<file path="src/rtl/audio_pkg.sv">
// Shared defaults and helpers for the multi-channel PWM audio DAC.
// The duty helper is the single definition of the sample-to-duty mapping.
package audio_pkg;

    localparam int DEF_NCH      = 2;
    localparam int DEF_SAMPLE_W = 8;
    localparam int DEF_PERIOD   = 12500;
    localparam int DEF_SCALE    = 49;
    localparam int UCNT_W       = 16;

    typedef logic [DEF_SAMPLE_W-1:0] sample_t;

    // The product stays at 32 bits so the shift never drops high bits.
    function automatic int unsigned scaled_duty(input int unsigned sample,
                                                input int unsigned scale,
                                                input logic [2:0]  vol);
        return (sample * scale) >> vol;
    endfunction

endpackage

</file>
<file path="src/rtl/pwm_channel.sv">
// One PWM output: duty register loaded at the period boundary,
// comparator against the shared period counter, mute gate and output flop.
module pwm_channel #(
    parameter int CNT_W = 14
) (
    input  logic             clk,
    input  logic             rst,
    input  logic             load,
    input  logic [CNT_W:0]   duty_next,
    input  logic [CNT_W-1:0] cnt,
    input  logic             mute,
    output logic             pwm
);

    // One extra bit so a duty equal to the full period is representable.
    logic [CNT_W:0] duty;

    always_ff @(posedge clk) begin
        if (rst) begin
            duty <= '0;
            pwm  <= 1'b0;
        end else begin
            if (load) begin
                duty <= duty_next;
            end
            pwm <= !mute && ({1'b0, cnt} < duty);
        end
    end

endmodule

</file>
<file path="src/rtl/pwm_audio_dac.sv">
// Multi-channel PWM audio DAC: period counter, 1-deep frame buffer,
// sample handshake, underrun tracking and one pwm_channel per pin.
module pwm_audio_dac
    import audio_pkg::*;
#(
    parameter int NCH      = DEF_NCH,
    parameter int SAMPLE_W = DEF_SAMPLE_W,
    parameter int PERIOD   = DEF_PERIOD,
    parameter int SCALE    = DEF_SCALE
) (
    input  logic                    clk,
    input  logic                    rst,
    input  logic                    in_valid,
    output logic                    in_ready,
    input  logic [NCH*SAMPLE_W-1:0] in_sample,
    input  logic [2:0]              vol,
    input  logic                    mute,
    output logic [NCH-1:0]          pwm,
    output logic                    period_tick,
    output logic                    underrun,
    output logic [UCNT_W-1:0]       underrun_cnt
);

    localparam int              CNT_W = $clog2(PERIOD);
    localparam logic [CNT_W-1:0] LAST = CNT_W'(PERIOD - 1);

    if (SCALE * (2**SAMPLE_W - 1) > PERIOD) begin : g_scale_check
        $error("pwm_audio_dac: SCALE * max sample exceeds PERIOD");
    end

    logic [CNT_W-1:0]        cnt;
    logic                    boundary;
    logic                    buf_full;
    logic [NCH*SAMPLE_W-1:0] frame_buf;
    logic                    xfer;
    logic                    load;

    // Handshake: a frame transfers on any cycle where in_valid && in_ready.
    // in_ready is high while the buffer is empty, and also on the boundary
    // cycle, where the buffered frame moves into the duty registers and the
    // slot frees up in the same edge. in_valid may drop without a transfer.
    assign boundary    = (cnt == LAST);
    assign period_tick = boundary;
    assign in_ready    = !buf_full || boundary;
    assign xfer        = in_valid && in_ready;
    assign load        = boundary && buf_full;

    always_ff @(posedge clk) begin
        if (rst) begin
            cnt          <= '0;
            buf_full     <= 1'b0;
            frame_buf    <= '0;
            underrun     <= 1'b0;
            underrun_cnt <= '0;
        end else begin
            cnt      <= boundary ? '0 : cnt + CNT_W'(1);
            underrun <= boundary && !buf_full;
            if (boundary && !buf_full && (underrun_cnt != '1)) begin
                underrun_cnt <= underrun_cnt + UCNT_W'(1);
            end
            if (xfer) begin
                frame_buf <= in_sample;
                buf_full  <= 1'b1;
            end else if (load) begin
                buf_full <= 1'b0;
            end
        end
    end

    for (genvar c = 0; c < NCH; c++) begin : g_ch
        logic [CNT_W:0] duty_next;

        assign duty_next = (CNT_W + 1)'(scaled_duty(32'(frame_buf[c*SAMPLE_W +: SAMPLE_W]),
                                                    32'(SCALE), vol));

        pwm_channel #(
            .CNT_W (CNT_W)
        ) u_ch (
            .clk       (clk),
            .rst       (rst),
            .load      (load),
            .duty_next (duty_next),
            .cnt       (cnt),
            .mute      (mute),
            .pwm       (pwm[c])
        );
    end

endmodule
</file>
<file path="config.mk">
export PLATFORM = sky130hd
export DESIGN_NAME = pwm_audio_dac
export DESIGN_NICKNAME = d
export VERILOG_FILES = /design/src/rtl/audio_pkg.sv /design/src/rtl/pwm_channel.sv /design/src/rtl/pwm_audio_dac.sv
export SDC_FILE = /design/constraint.sdc
export NUM_CORES = 1
export LEC_CHECK = 0
export ABC_AREA = 1
export CORE_MARGIN = 1.5
export CORE_UTILIZATION = 50
export DETAILED_ROUTE_END_ITERATION = 8
export HOLD_SLACK_MARGIN = 0.03
export PLACE_DENSITY = 0.72
export SYNTH_ARGS = -nofsm -noshare
export SYNTH_HDL_FRONTEND = slang
export SYNTH_SLANG_ARGS = --single-unit
</file>
<file path="constraint.sdc">
create_clock -name clk -period 2.9 [get_ports clk]
set_clock_uncertainty 0.1 [all_clocks]
set_input_delay 0.58 -clock clk [delete_from_list [all_inputs] [get_ports clk]]
set_output_delay 0.58 -clock clk [all_outputs]
set_load 0.02 [all_outputs]
</file>
==> flow_summary.yaml, run 1 <==
layout:
  finish.utilization: 0.630
  finalInstanceArea_um2: 7280
  num_antenna_cells: 0
  fin_nets: 1027
  drive_gt1_frac: 0.140
  area_growth_syn_to_layout_pct: 21.6
  final_cells: 1059
  fillers: 1039
clock_tree:
  clk_latency_ps: 350
  root_buffer: "clkbuf_16"
  clk_path_buf_depth: 2
  cts_sinks: 78
  cts.clk_slew.worst_paths_ps: 60
  hold_buffers: 0
  htreeDepth: 3
  cts_tree: "yes"
  numCtsBuffers: 9
worst_setup_path:
  cp_data_arrival_time_ps: 3050
  ff2ff_path_depth: 12
  cp_max_fo: 4
  crit_start: "frame_buf[2]"
  end_kind: "flop"
  cp-start-kind: "flop"
  r2r-start: "frame_buf[2]"
  required_ps: 3010
  path_class: "reg -> reg"
  rrSetupSlack_ps: -40
global_route:
  grt_pass1_wl_mm: 23.8
  grt_pass1_vias: 5071
  grt_max_degree: 34
  antenna_found_initial: 0
  grt_use_total: 0.230
  overflow: 0
synthesis:
  syn_nets: 976
  ys_seq_area_frac: 0.261
  syn_area_um2: 5990
  synth_area_per_cell_um2: 6.95
  synthCells: 862
  synth_async_sr_flop_share: 0
  ys_types: 43
  synth_edf_count: 0
  yosys_warnings: 0
  ys_ff_latch: 78
  ys.flop_type: "dfxtp_1"
timing:
  worst_slack_ps: -36.0
  period_share: 1.01
  holdWs_ps: 367
  finalMaxSlewViolations: 0
  worstMarginPinSlew_ps: 551
  rsz0062_at_grt: "true"
  finalCriticalPeriod_ps: 2940
  slew_headroom: 0.632
  hold_viol: 0
  fmax_mhz: 341
  setup_viol: 4
pwr:
  p_per_area_nw_per_um2: 415
  p_leak_nw: 3.21
  ir_drop_v: 0.000343
placed_design:
  place_area_um2: 6650
  port_buffers: 43
  place_ws_ps: -136
  dp_hpwl_mm: 10.6
  gp_routability_congestion: 0.851
  placedCellCount: 1044
detailed_routing:
  dr.pass1.iters: 7
  drtIter0Drc: 342
  drt-total-wl_mm: 14.1
  wl_met2_mm: 6.36
  maxUsedRoutingLayer: "met4"
  via_count: 5610
  drc: 0
  wl_per_cell_um: 13.3
  vias_per_cell: 5.30
  met3RoutedLength_um: 612
  m1WireLength_mm: 7.02
  ant_nets: 0
die:
  rows: 39
  die-height_um: 112
  fp.coreArea_um2: 11600
  start_util: 0.518
  die-width_um: 112
  dieArea_um2: 12600
  io_pins: 44
outcome:
  outcome: "finished, violations left"
  violations: "negative setup slack"
min_path:
  whs_path_depth: 2
  min_path_type: "reg -> reg"
  min_from: "g_ch[0].u_ch.duty[13]"
flow_run:
  max_cap_violations: 0
==> cell usage after synthesis (5+ instances only) <==
master / number / area (um2)
a21oi_1: 73 / 365
o21ai_0: 42 / 210
fa_1: 6 / 120
ha_1: 85 / 1060
nand3_1: 93 / 465
nor3_2: 5 / 50.1
nor2_1: 69 / 259
inv_1: 109 / 409
buf_2: 10 / 50.1
inv_2: 6 / 22.5
nor3_1: 10 / 50.1
clkbuf_1: 10 / 37.5
dfxtp_1: 78 / 1560
xor2_1: 16 / 140
nand2_1: 183 / 687
nand4_1: 13 / 81.3
==> power breakdown <==
part	total (mW)	internal [mW]	leakage, nW	switching [mW]
registers	1.13	1.10	0.636	0.0325
clock network	1.15	0.704	0.140	0.449
logic	0.743	0.323	2.44	0.420
total	3.03	2.12	3.21	0.901
==> cell type report <==
type	instances	area, um2	area share
clock buffer	11	253	0.0347
inverter	116	435	0.0598
clock inverter	3	45.0	0.00618
tap	143	179	0.0246
timing repair buffer	71	649	0.0891
sequential	78	1580	0.217
multi-input combinational	637	4150	0.569
==> cell usage in the layout, fill, tap and decap left out, types with 4 or more instances in the layout <==
| master | Yosys | layout |
|---|---|---|
| nand2_1 | 183 | 174 |
| inv_1 | 109 | 107 |
| ha_1 | 85 | 74 |
| nand3_1 | 93 | 72 |
| dfxtp_1 | 78 | 71 |
| a21oi_1 | 73 | 68 |
| nor2_1 | 69 | 67 |
| clkdlybuf4s50_1 | 0 | 41 |
| o21ai_0 | 42 | 39 |
| buf_4 | 4 | 26 |
| nand3_2 | 2 | 23 |
| xor2_1 | 16 | 15 |
| nand4_1 | 13 | 13 |
| nand2_2 | 2 | 11 |
| nor3_1 | 10 | 10 |
| ha_4 | 0 | 10 |
| clkbuf_16 | 0 | 9 |
| inv_2 | 6 | 8 |
| nor3_2 | 5 | 5 |
| a21oi_2 | 0 | 5 |
| xnor2_1 | 4 | 4 |
| o211ai_1 | 4 | 4 |
| fa_1 | 6 | 4 |
| dfxtp_2 | 0 | 4 |
==> kinds of logic after synthesis <==
kind of cell | synth area share
AOI/OAI and AO/OA | 0.119
xor gates and xnor gates | 0.0292
adders and majority gates | 0.198
buffers and inverters | 0.0994
DFF | 0.261
muxes | 0.00501
and+or+nand+nor | 0.289
==> state kept, by name, summed over array words and instances, names as in the netlist <==
signal	count
buf_full	1
g_ch.u_ch.duty	28
underrun_cnt	16
frame_buf	16
cnt	14
underrun	1
g_ch.u_ch.pwm	2
==> metal layers <==
layer  track usage  up-vias
li1              -     2958
met1         0.325     2532
met2         0.363      113
met3        0.0491        7
met4        0.0498        0
met5             0        -
==> worst max-delay path, cell delays in order, from the launching register on <==
cell	delay, ps
dfxtp_4	360
ha_4	230
fa_1	460
ha_1	300
ha_2	190
fa_2	430
xor2_2	170
o21bai_2	150
nand2_1	90
o21ai_2	70
nor2_1	50
a21oi_1	120
a21oi_1	70
==> per-stage QoR <==
step / TNS, ps / power [mW]
3_3_place_gp: -818 / 1.77
6_report: -87.3 / 3.03
2_1_floorplan: 0 / 1.60
4_1_cts: -88.2 / 2.97
5_1_grt: -2980 / 3.21
3_5_place_dp: -1680 / 1.78
==> what timing repair did <==
item | 4_1_cts | 5_1_grt
pin swaps | 21 | 12
setup buffers | 0 | 1
setup endpoints to repair | 24 | 29
gates resized for setup | 29 | 49
==> worst paths after layout <==
| kind | endpoint |
|---|---|
| max | g_ch[0].u_ch.duty[5] |
| min | g_ch[0].u_ch.duty[13] |
| max reg2reg | g_ch[0].u_ch.duty[5] |
| min reg2reg | g_ch[0].u_ch.duty[13] |
(Power assumes the default switching activity.)
==> inputs of run 2 (changes only) <==
--- a/config.mk
+++ b/config.mk
@@ -6,6 +6,7 @@
 export NUM_CORES = 1
 export LEC_CHECK = 0
 export ABC_AREA = 1
+export CAP_MARGIN = 20
 export CORE_MARGIN = 1.5
 export CORE_UTILIZATION = 50
 export DETAILED_ROUTE_END_ITERATION = 8
==> results of run 2 <==
No change in the layout: final DEF, timing and power equal those of run 1.
==> inputs of run 3 (changes only) <==
--- a/config.mk
+++ b/config.mk
@@ -6,7 +6,6 @@
 export NUM_CORES = 1
 export LEC_CHECK = 0
 export ABC_AREA = 1
-export CAP_MARGIN = 20
 export CORE_MARGIN = 1.5
 export CORE_UTILIZATION = 50
 export DETAILED_ROUTE_END_ITERATION = 8
==> results of run 3 <==
No change in the layout: final DEF, timing and power equal those of run 1.
